`src/rtl/uart_tx_arbiter_if.sv`:
```
// Bundle of requester-side and uart_tx-side signals for uart_tx_arbiter.
//   master : arbiter view. It reads req/req_data/req_last/tx_done and drives
//            ack/grant/tx_start/tx_data/busy/timeout_err/err_id.
//   slave  : environment view (requesters plus uart_tx), the mirror image.
// Handshake: a requester raises req[i] with req_data/req_last and holds all
// three until it samples ack[i] high. It may change them at the edge that
// ends the ack cycle. ack[i] is a one-cycle pulse that means the byte has
// fully left the transmitter. uart_tx sees a one-cycle tx_start with tx_data
// held stable until it answers with a one-cycle tx_done.
interface uart_tx_arbiter_if #(
  parameter int N_REQ  = 4,
  parameter int DATA_W = 8
) ();
  logic [N_REQ-1:0]         req;
  logic [N_REQ*DATA_W-1:0]  req_data;
  logic [N_REQ-1:0]         req_last;
  logic [N_REQ-1:0]         ack;
  logic [N_REQ-1:0]         grant;
  logic                     tx_start;
  logic [DATA_W-1:0]        tx_data;
  logic                     tx_done;
  logic                     busy;
  logic                     timeout_err;
  logic [$clog2(N_REQ)-1:0] err_id;

  modport master (
    input  req, req_data, req_last, tx_done,
    output ack, grant, tx_start, tx_data, busy, timeout_err, err_id
  );

  modport slave (
    output req, req_data, req_last, tx_done,
    input  ack, grant, tx_start, tx_data, busy, timeout_err, err_id
  );
endinterface

```
`src/rtl/uart_tx_arbiter.sv`:
```
// Shares one uart_tx between N_REQ byte-stream requesters.
// Arbitration is round-robin from ptr. A byte with req_last=0 locks the
// transmitter to its owner until the packet ends. A watchdog aborts a byte
// whose tx_done never arrives.
// Ports:
//   clk, rst_n : clock, synchronous active-low reset
//   bus        : uart_tx_arbiter_if.master. It carries req/req_data/req_last/ack
//                to the requesters and tx_start/tx_data/tx_done to uart_tx,
//                plus the grant/busy/timeout_err/err_id status outputs.
//   dbg_state  : current FSM state (0 IDLE, 1 START, 2 WAIT, 3 ACK, 4 NEXT)
module uart_tx_arbiter #(
  parameter int N_REQ   = 4,
  parameter int DATA_W  = 8,
  parameter int TIMEOUT = 131072
) (
  input  logic              clk,
  input  logic              rst_n,
  uart_tx_arbiter_if.master bus,
  output logic [2:0]        dbg_state
);
  localparam int IDX_W = $clog2(N_REQ);
  localparam int CNT_W = $clog2(TIMEOUT);

  typedef enum logic [2:0] {
    S_IDLE  = 3'd0,
    S_START = 3'd1,
    S_WAIT  = 3'd2,
    S_ACK   = 3'd3,
    S_NEXT  = 3'd4
  } state_t;

  state_t            state, state_n;
  logic [IDX_W-1:0]  sel, sel_n;
  logic [IDX_W-1:0]  ptr, ptr_n;
  logic [IDX_W-1:0]  err_id_q, err_id_n;
  logic              lock, lock_n;
  logic              timeout_err_q, timeout_err_n;
  logic [N_REQ-1:0]  grant_q, grant_n;
  logic [DATA_W-1:0] data_q, data_n;
  logic [CNT_W-1:0]  cnt, cnt_n;

  logic              found;
  logic [IDX_W-1:0]  win;
  logic [DATA_W-1:0] req_bytes [N_REQ];

  for (genvar g = 0; g < N_REQ; g++) begin : g_bytes
    assign req_bytes[g] = bus.req_data[g*DATA_W +: DATA_W];
  end

  function automatic logic [IDX_W-1:0] next_idx(input logic [IDX_W-1:0] i);
    if (i == IDX_W'(N_REQ - 1)) return '0;
    return i + IDX_W'(1);
  endfunction

  // Round-robin search: first set req bit scanning ptr, ptr+1, ... mod N_REQ.
  always_comb begin
    int j;
    logic [IDX_W-1:0] idx;
    found = 1'b0;
    win   = ptr;
    j     = 0;
    idx   = '0;
    for (int k = 0; k < N_REQ; k++) begin
      j = int'(ptr) + k;
      if (j >= N_REQ) j = j - N_REQ;
      idx = IDX_W'(j);
      if (!found && bus.req[idx]) begin
        found = 1'b1;
        win   = idx;
      end
    end
  end

  always_comb begin
    state_n       = state;
    sel_n         = sel;
    ptr_n         = ptr;
    err_id_n      = err_id_q;
    lock_n        = lock;
    timeout_err_n = 1'b0;
    grant_n       = grant_q;
    data_n        = data_q;
    cnt_n         = cnt;
    case (state)
      S_IDLE: begin
        if (found) begin
          sel_n   = win;
          data_n  = req_bytes[win];
          lock_n  = ~bus.req_last[win];
          grant_n = N_REQ'(1) << win;
          state_n = S_START;
        end
      end
      S_START: begin
        cnt_n   = '0;
        state_n = S_WAIT;
      end
      S_WAIT: begin
        // tx_done takes priority over a watchdog expiry in the same cycle.
        // The abort fires on the cycle the counter would step to TIMEOUT-1,
        // so timeout_err lands TIMEOUT cycles after tx_start.
        if (bus.tx_done) begin
          state_n = S_ACK;
        end else if (cnt == CNT_W'(TIMEOUT - 2)) begin
          timeout_err_n = 1'b1;
          err_id_n      = sel;
          grant_n       = '0;
          lock_n        = 1'b0;
          ptr_n         = next_idx(sel);
          state_n       = S_IDLE;
        end else begin
          cnt_n = cnt + CNT_W'(1);
        end
      end
      S_ACK: begin
        if (lock) begin
          state_n = S_NEXT;
        end else begin
          grant_n = '0;
          ptr_n   = next_idx(sel);
          state_n = S_IDLE;
        end
      end
      S_NEXT: begin
        // Owner of a locked packet has had one cycle after ack to present
        // the next byte. If req has dropped, the packet is abandoned.
        if (bus.req[sel]) begin
          data_n  = req_bytes[sel];
          lock_n  = ~bus.req_last[sel];
          state_n = S_START;
        end else begin
          lock_n  = 1'b0;
          grant_n = '0;
          ptr_n   = next_idx(sel);
          state_n = S_IDLE;
        end
      end
      default: state_n = S_IDLE;
    endcase
  end

  always_ff @(posedge clk) begin
    if (!rst_n) begin
      state         <= S_IDLE;
      sel           <= '0;
      ptr           <= '0;
      err_id_q      <= '0;
      lock          <= 1'b0;
      timeout_err_q <= 1'b0;
      grant_q       <= '0;
      data_q        <= '0;
      cnt           <= '0;
    end else begin
      state         <= state_n;
      sel           <= sel_n;
      ptr           <= ptr_n;
      err_id_q      <= err_id_n;
      lock          <= lock_n;
      timeout_err_q <= timeout_err_n;
      grant_q       <= grant_n;
      data_q        <= data_n;
      cnt           <= cnt_n;
    end
  end

  // Every output comes from a register or a decode of the registered state.
  assign bus.tx_start    = (state == S_START);
  assign bus.ack         = (state == S_ACK) ? (N_REQ'(1) << sel) : '0;
  assign bus.busy        = (state != S_IDLE);
  assign bus.grant       = grant_q;
  assign bus.tx_data     = data_q;
  assign bus.timeout_err = timeout_err_q;
  assign bus.err_id      = err_id_q;
  assign dbg_state       = state;
endmodule

```
`src/flat_wrapper.sv`:
```
// flat-port wrapper written by rule: the top's interface ports become plain ports
module uart_tx_arbiter_flat 
#(
  parameter int N_REQ   = 4,
  parameter int DATA_W  = 8,
  parameter int TIMEOUT = 131072
)
  (clk, rst_n, dbg_state, bus_req, bus_req_data, bus_req_last, bus_tx_done, bus_ack, bus_grant, bus_tx_start, bus_tx_data, bus_busy, bus_timeout_err, bus_err_id);
  uart_tx_arbiter_if #(.N_REQ(N_REQ), .DATA_W(DATA_W)) bus_i ();
  input  logic clk;
  input  logic rst_n;
  output logic [2:0] dbg_state;
  input wire logic [$bits(bus_i.req)-1:0] bus_req;
  input wire logic [$bits(bus_i.req_data)-1:0] bus_req_data;
  input wire logic [$bits(bus_i.req_last)-1:0] bus_req_last;
  input wire logic [$bits(bus_i.tx_done)-1:0] bus_tx_done;
  output wire logic [$bits(bus_i.ack)-1:0] bus_ack;
  output wire logic [$bits(bus_i.grant)-1:0] bus_grant;
  output wire logic [$bits(bus_i.tx_start)-1:0] bus_tx_start;
  output wire logic [$bits(bus_i.tx_data)-1:0] bus_tx_data;
  output wire logic [$bits(bus_i.busy)-1:0] bus_busy;
  output wire logic [$bits(bus_i.timeout_err)-1:0] bus_timeout_err;
  output wire logic [$bits(bus_i.err_id)-1:0] bus_err_id;
  assign bus_i.req = bus_req;
  assign bus_i.req_data = bus_req_data;
  assign bus_i.req_last = bus_req_last;
  assign bus_i.tx_done = bus_tx_done;
  assign bus_ack = bus_i.ack;
  assign bus_grant = bus_i.grant;
  assign bus_tx_start = bus_i.tx_start;
  assign bus_tx_data = bus_i.tx_data;
  assign bus_busy = bus_i.busy;
  assign bus_timeout_err = bus_i.timeout_err;
  assign bus_err_id = bus_i.err_id;
  uart_tx_arbiter #(.N_REQ(N_REQ), .DATA_W(DATA_W), .TIMEOUT(TIMEOUT)) u_core (.clk(clk), .rst_n(rst_n), .bus(bus_i), .dbg_state(dbg_state));
endmodule
```
`config.mk`:
```
export PLATFORM = sky130hd
export DESIGN_NAME = uart_tx_arbiter_flat
export DESIGN_NICKNAME = d
export VERILOG_FILES = /design/src/rtl/uart_tx_arbiter_if.sv /design/src/rtl/uart_tx_arbiter.sv /design/src/flat_wrapper.sv
export SDC_FILE = /design/constraint.sdc
export NUM_CORES = 1
export LEC_CHECK = 0
export ABC_AREA = 0
export BUFFER_PORTS_ARGS = -buffer_cell sky130_fd_sc_hd__buf_4
export CAP_MARGIN = 5
export CORE_UTILIZATION = 33
export CTS_BUF_LIST = sky130_fd_sc_hd__clkbuf_8
export DETAILED_ROUTE_END_ITERATION = 8
export SLEW_MARGIN = 5
export SYNTH_ARGS = -nofsm -noshare
export SYNTH_HDL_FRONTEND = slang
export SYNTH_SLANG_ARGS = --single-unit
```
`constraint.sdc`:
```
create_clock -name clk -period 5.15 [get_ports clk]
set_clock_uncertainty 0.1 [all_clocks]
set_input_delay 0.2575 -clock clk [delete_from_list [all_inputs] [get_ports clk]]
set_output_delay 0.2575 -clock clk [all_outputs]
set_load 0.01 [all_outputs]
```
==> results of run 1 <==
-- routing by layer --
metal	vias up	wire, µm
met2	74	3140
met3	5	450
li1	1222	-
met5	-	0
met1	1169	3230
met4	0	75
-- area by class of cell --
| cell class | count | area (µm²) | area share |
|---|---|---|---|
| timing repair buffer | 67 | 503 | 0.153 |
| clock buffer | 7 | 96.3 | 0.0293 |
| sequential | 40 | 801 | 0.244 |
| tap | 99 | 124 | 0.0377 |
| clock inverter | 1 | 30.0 | 0.00914 |
| multi-input combinational | 224 | 1650 | 0.503 |
| inverter | 21 | 78.8 | 0.0240 |
-- how the worst min path moves through the flow --
| stage | cells after the start | startpoint | to | slack, ps |
|---|---|---|---|---|
| 2_1_floorplan | 2 | u_core.lock | u_core.dbg_state[2] | 340 |
| 3_3_place_gp | 2 | u_core.bus.grant[0] | u_core.bus.grant[0] | 340 |
| 3_5_place_dp | 2 | u_core.bus.grant[0] | u_core.bus.grant[0] | 350 |
| 4_1_cts | 3 | bus_req_data[14] | u_core.bus.tx_data[6] | 160 |
| 5_1_grt | 3 | bus_req_data[14] | u_core.bus.tx_data[6] | 150 |
| 6_report | 3 | bus_req_data[14] | u_core.bus.tx_data[6] | 160 |
-- kinds of logic after synthesis --
kind of cell,after synthesis,share of synthesized area
AOI/OAI and AO/OA,65,0.175
xor gates and xnor gates,14,0.0472
adders and majority gates,6,0.0289
buffers and inverters,36,0.0559
DFF,40,0.308
muxes,35,0.184
and+or+nand+nor,104,0.201
-- tightest hold or removal path: cells and delay by family --
family                 cells  cell delay (ps)
buffers and inverters      1               80
AOI/OAI and AO/OA          1              130
muxes                      1               60
-- power by group through the flow --
| stage | Clock [mW] | Sequential [mW] | Combinational, mW |
|---|---|---|---|
| floorplan | 0 | 0.354 | 0.126 |
| global placement | 0 | 0.360 | 0.205 |
| detailed placement | 0 | 0.362 | 0.207 |
| CTS | 0.294 | 0.354 | 0.208 |
| global route | 0.312 | 0.358 | 0.225 |
| finish | 0.288 | 0.354 | 0.206 |
-- cells in the mapped netlist, types with 2 or more instances --
cell	instances
xnor2_1	14
buf_2	5
dfxtp_1	40
nor3_1	5
nor4_1	2
nor2b_1	2
nand4_1	4
a211oi_1	9
o221ai_1	8
or3_1	6
o22ai_1	8
nand3_1	9
ha_1	6
inv_1	20
nor2_1	40
a21oi_1	11
mux4_2	10
mux2i_1	24
clkbuf_1	9
a2111oi_1	2
o21ai_0	8
and3_1	7
nand2_1	20
a22oi_1	2
a31oi_1	9
-- flip-flops by register name (all words and copies together), names as in the netlist --
name,cells
u_core.dbg_state,3
u_core.ptr,2
u_core.lock,1
u_core.cnt,17
u_core.bus.grant,4
u_core.bus.err_id,2
u_core.bus.tx_data,8
u_core.bus.timeout_err,1
u_core.sel,2
-- metrics by stage --
step	power, mW	utilization	setup WS (ps)
final	0.848	0.441	2600
after global routing	0.896	0.441	2340
after CTS	0.855	0.441	2580
after detailed placement	0.568	0.424	2590
after global placement	0.565	0.424	2620
after floorplan	0.480	-	3170
==> metrics.yaml, run 1 <==
use_met1: 0.236
clk_pin_slew_worst_paths_ps: 80
die_w_um: 90.7
grt_max_degree: 25
synth_area_per_cell_um2: 8.65
grt_overflow: 0
synth_top_area_cell: "dfxtp_1"
n_fill_cell: 735
ys_ff_latch: 40
synth-edff-count: 0
grt_use_met2: 0.249
yosysWarnings: 0
stdcell_count: 459
cp_num_cells: 5
max_freq_ghz: 0.392
syn_inst: 300
cp_cell_sequence: "mux4_2 -> o21bai_2 -> nor2_1 -> a31oi_1 -> o221ai_1"
postCtsSetupBuffers: 0
drc: 0
reg2reg_slack_ps: 2600
rsz0062_at_grt: "no"
seqPwrFrac: 0.417
ys_seq_area_frac: 0.308
drt-total-wl_um: 6900
crit_type: "reg2reg"
rows: 31
ant_nets: 0
r2r-end: "u_core.bus.tx_data[1]"
fin_area_mm2: 0.00329
cp_max_fo: 16
cts_buffer_depth: 2
yosysTopAreaCellShare: 0.308
synthArstFlopShare: 0
synth_cell_type_count: 45
worst_slew_pin_slew_ps: 813
place_inst: 451
htreeDepth: 2
fin_crit_ps: 2550
clock-sinks: 40
swShare: 0.293
fin_hold_ws_ps: 163
layout_commonest_cell: "buf_4"
leakage_nw: 1.25
cts_tree: "done"
wl_per_cell_um: 15.0
antenna_found_initial: 0
tns_ps: 0
critPathTopFamily: "compound AO/OA/AOI/OAI gates"
maxSlewViolCount: 0
comb_power_share: 0.243
arrival_ps: 2620
grt_pass1_wl_um: 11300
r2r-start: "u_core.sel[1]"
postCtsHoldBufs: 0
netSwitchingPower_uw: 249
synth_area_mm2: 0.00260
cts_root_buf: "clkbuf_8"
track_usage: 0.170
grt_pass1_vias: 2244
ir_drop_uv: 114
max_cap_viol_count: 0
slowest_stage: "dfxtp_1"
vias: 2470
ctsResizeCount: 0
use_met3: 0.0497
setup_viol: 0
powerDensity_mw_per_mm2: 258
avgViaCountPerCell: 5.38
diodes: 0
clk_latency_ps: 300
period_share: 0.495
crit_path_end: "u_core.bus.tx_data[1]"
first_iter_violations: 135
clockPowerShare: 0.340
worstSetupStartpointType: "flip-flop"
die_h_um: 90.7
place_area_mm2: 0.00316
relSlewSlack: 0.457
initial_utilization: 0.349
power.internal_uw: 599
ys.flop_type: "dfxtp_1"
crit_path_max_incr_delay_ps: 760
critPathRequiredTime_ps: 5230
status: "completed"
syn_to_final_growth_pct: 26.6
dp_hpwl_um: 5140
pin_count: 67
crit_path_start: "u_core.sel[1]"
gp_congestion: 0.814
mostFrequentLayoutCells: "buf_4 (67), nor2_1 (40), dfxtp_1 (40)"
critical_path_buf_inv_count: 0
cts_buffers: 5
portBuffers: 66
worstSetupEndpointType: "flip-flop"
hp-class: "in2reg"
top_usage_layer: "met2"
drive_above_1_share: 0.264
die-area_mm2: 0.00823
first_pass_iters: 5
core_area_mm2: 0.00745
synth_area_leaders: "dfxtp_1 (31%), mux2i_1 (9.3%), mux4_2 (8.7%)"
hold_violations: 0
fin_nets: 408
synthesis.nets: 349
reg2reg_depth: 5
Power figures use the tool's default switching activity.
==> run 2: changes to the inputs <==
ABC_AREA = 1   (was 0)
clock period = 2.5 ns   (was 5.15 ns; I/O delays follow)
==> metrics.yaml, run 2 <==
cts_root_buf: "clkbuf_8"
yosysTopAreaCellShare: 0.253
ys_ff_latch: 40
hp-class: "in2reg"
pin_count: 67
vias: 3529
rows: 35
ys.flop_type: "dfxtp_1"
synth_top_family_by_area: "simple AND/OR/NAND/NOR gates"
clock-sinks: 40
fin_crit_ps: 2190
grt_max_degree: 25
cp_max_fo: 16
crit_path_end: "u_core.bus.tx_data[3]"
core_area_mm2: 0.00924
postCtsHoldBufs: 0
grt_overflow: 0
powerDensity_mw_per_mm2: 1200
fin_nets: 634
synth_area_leaders: "dfxtp_1 (25%), nand2_1 (18%), nand3_1 (7.9%)"
reg2reg_slack_ps: 310
drc: 0
max_freq_ghz: 0.456
synth_compound_area_frac: 0.152
synth_top_area_cell: "dfxtp_1"
cts_buffers: 5
synth-xor-area-share: 0.0222
multiInputGateArea_mm2: 0.00206
worstSetupStartpointType: "flip-flop"
clk_latency_ps: 290
fin_hold_ws_ps: 34.1
reg2reg_depth: 13
drive_above_1_share: 0.218
synthesis.nets: 570
gp_congestion: 0.892
track_usage: 0.203
synthAdderAreaFrac: 0.0238
avgViaCountPerCell: 4.94
dp_hpwl_um: 7400
die_h_um: 99.8
worst_slew_pin_slew_ps: 855
synth_area_mm2: 0.00316
syn_inst: 521
rsz0062_at_grt: "no"
synth-edff-count: 0
arrival_ps: 2270
diodes: 0
cts_buffer_depth: 2
synth_cell_type_count: 35
ir_drop_uv: 662
yosysWarnings: 0
first_iter_violations: 176
synthMuxAreaShare: 0
setup_viol: 0
clk_pin_slew_worst_paths_ps: 80
cpMostUsedCell: "nand2_1"
cp_cell_sequence: "inv_2 -> nand2_1 -> nand2_1 -> nand2_1 -> nand2_1 -> nor2_4 -> nand2_2 -> nor2_2 -> nor2_4 -> nor2_4 -> a31oi_1 -> nand2_1 -> a21oi_2"
post-synth-top-count-cell: "nand2_1"
leakage_nw: 1.81
worstSetupEndpointType: "flip-flop"
largest-register: "u_core.cnt"
seqCellArea_um2: 801
period_share: 0.877
crit_path_start: "u_core.ptr[0]"
hold_violations: 0
place_area_mm2: 0.00378
status: "completed"
largest_reg_flops: 17
die_w_um: 99.8
critPathRequiredTime_ps: 2580
relSlewSlack: 0.428
postCtsSetupBuffers: 0
tns_ps: 0
ctsResizeCount: 0
cts_tree: "done"
initial_utilization: 0.342
antenna_found_initial: 0
max_cap_viol_count: 0
synthArstFlopShare: 0
synthTopCellsByCount: "nand2_1 (150), nor2_1 (61), nand3_1 (50)"
wl_per_cell_um: 13.4
slowest_stage: "dfxtp_1"
fin_area_mm2: 0.00390
htreeDepth: 2
grt_pass1_vias: 3484
portBuffers: 66
crit_type: "reg2reg"
drt-total-wl_um: 9600
maxSlewViolCount: 0
r2r-end: "u_core.bus.tx_data[3]"
die-area_mm2: 0.00997
mostFrequentLayoutCells: "nand2_1 (147), buf_4 (78), nor2_1 (61)"
crit_path_max_incr_delay_ps: 450
ys_seq_area_frac: 0.253
syn_to_final_growth_pct: 23.4
layout_commonest_cell: "nand2_1"
grt_pass1_wl_um: 16400
yosys.area_share.simple: 0.450
first_pass_iters: 5
synth_area_per_cell_um2: 6.06
n_fill_cell: 1002
r2r-start: "u_core.ptr[0]"
ant_nets: 0
-- run 2: worst min-delay path by stage --
stage,endpoint,cells past startpoint,from
after floorplan,u_core.bus.timeout_err,3,bus_tx_done
after global placement,u_core.lock,3,rst_n
after detailed placement,u_core.lock,3,rst_n
after CTS,u_core.lock,3,rst_n
after global routing,u_core.lock,3,rst_n
final,u_core.lock,3,rst_n
-- run 2: area by class of cell --
cell class	instances	share of cell area
inverters	49	0.0478
well taps	129	0.0414
clock inverters	3	0.00995
clock buffers	5	0.0177
repair buffers	78	0.150
multi-input cells	411	0.527
flip-flops and latches	40	0.205
-- run 2: cell families after synthesis --
group,after synthesis
XOR/XNOR,8
AND/OR/NAND/NOR,312
AO/OA/AOI/OAI,85
buffers and inverters,70
adder cells (fa/ha/maj),6
flip-flops,40
-- run 2: per-layer routing --
layer / vias up / global-route usage / wire (µm)
met4: 0 / 0.0622 / 114
met1: 1577 / 0.263 / 4410
li1: 1814 / - / -
met2: 127 / 0.341 / 4420
met5: - / 0 / 0
met3: 11 / 0.0411 / 661
-- run 2: critical path: cells and delay by family (launching register included) --
family	cells	cell delay [ps]
flops	1	450
simple gates	10	1240
buf+inv	1	150
compound gates	2	130
-- run 2: report_power, final --
part	total, mW	internal [mW]	switching, mW
clock	0.525	0.292	0.232
sequential	0.888	0.763	0.125
combinational	3.27	1.12	2.15
-- run 2: through the flow --
step | util | setup slack [ps] | std cells | power, mW
2_1_floorplan | - | 660 | 521 | 3.46
3_3_place_gp | 0.409 | 195 | 707 | 4.12
3_5_place_dp | 0.409 | 240 | 707 | 4.14
4_1_cts | 0.421 | 173 | 715 | 4.69
5_1_grt | 0.422 | 80.4 | 715 | 5.24
6_report | 0.422 | 307 | 715 | 4.68
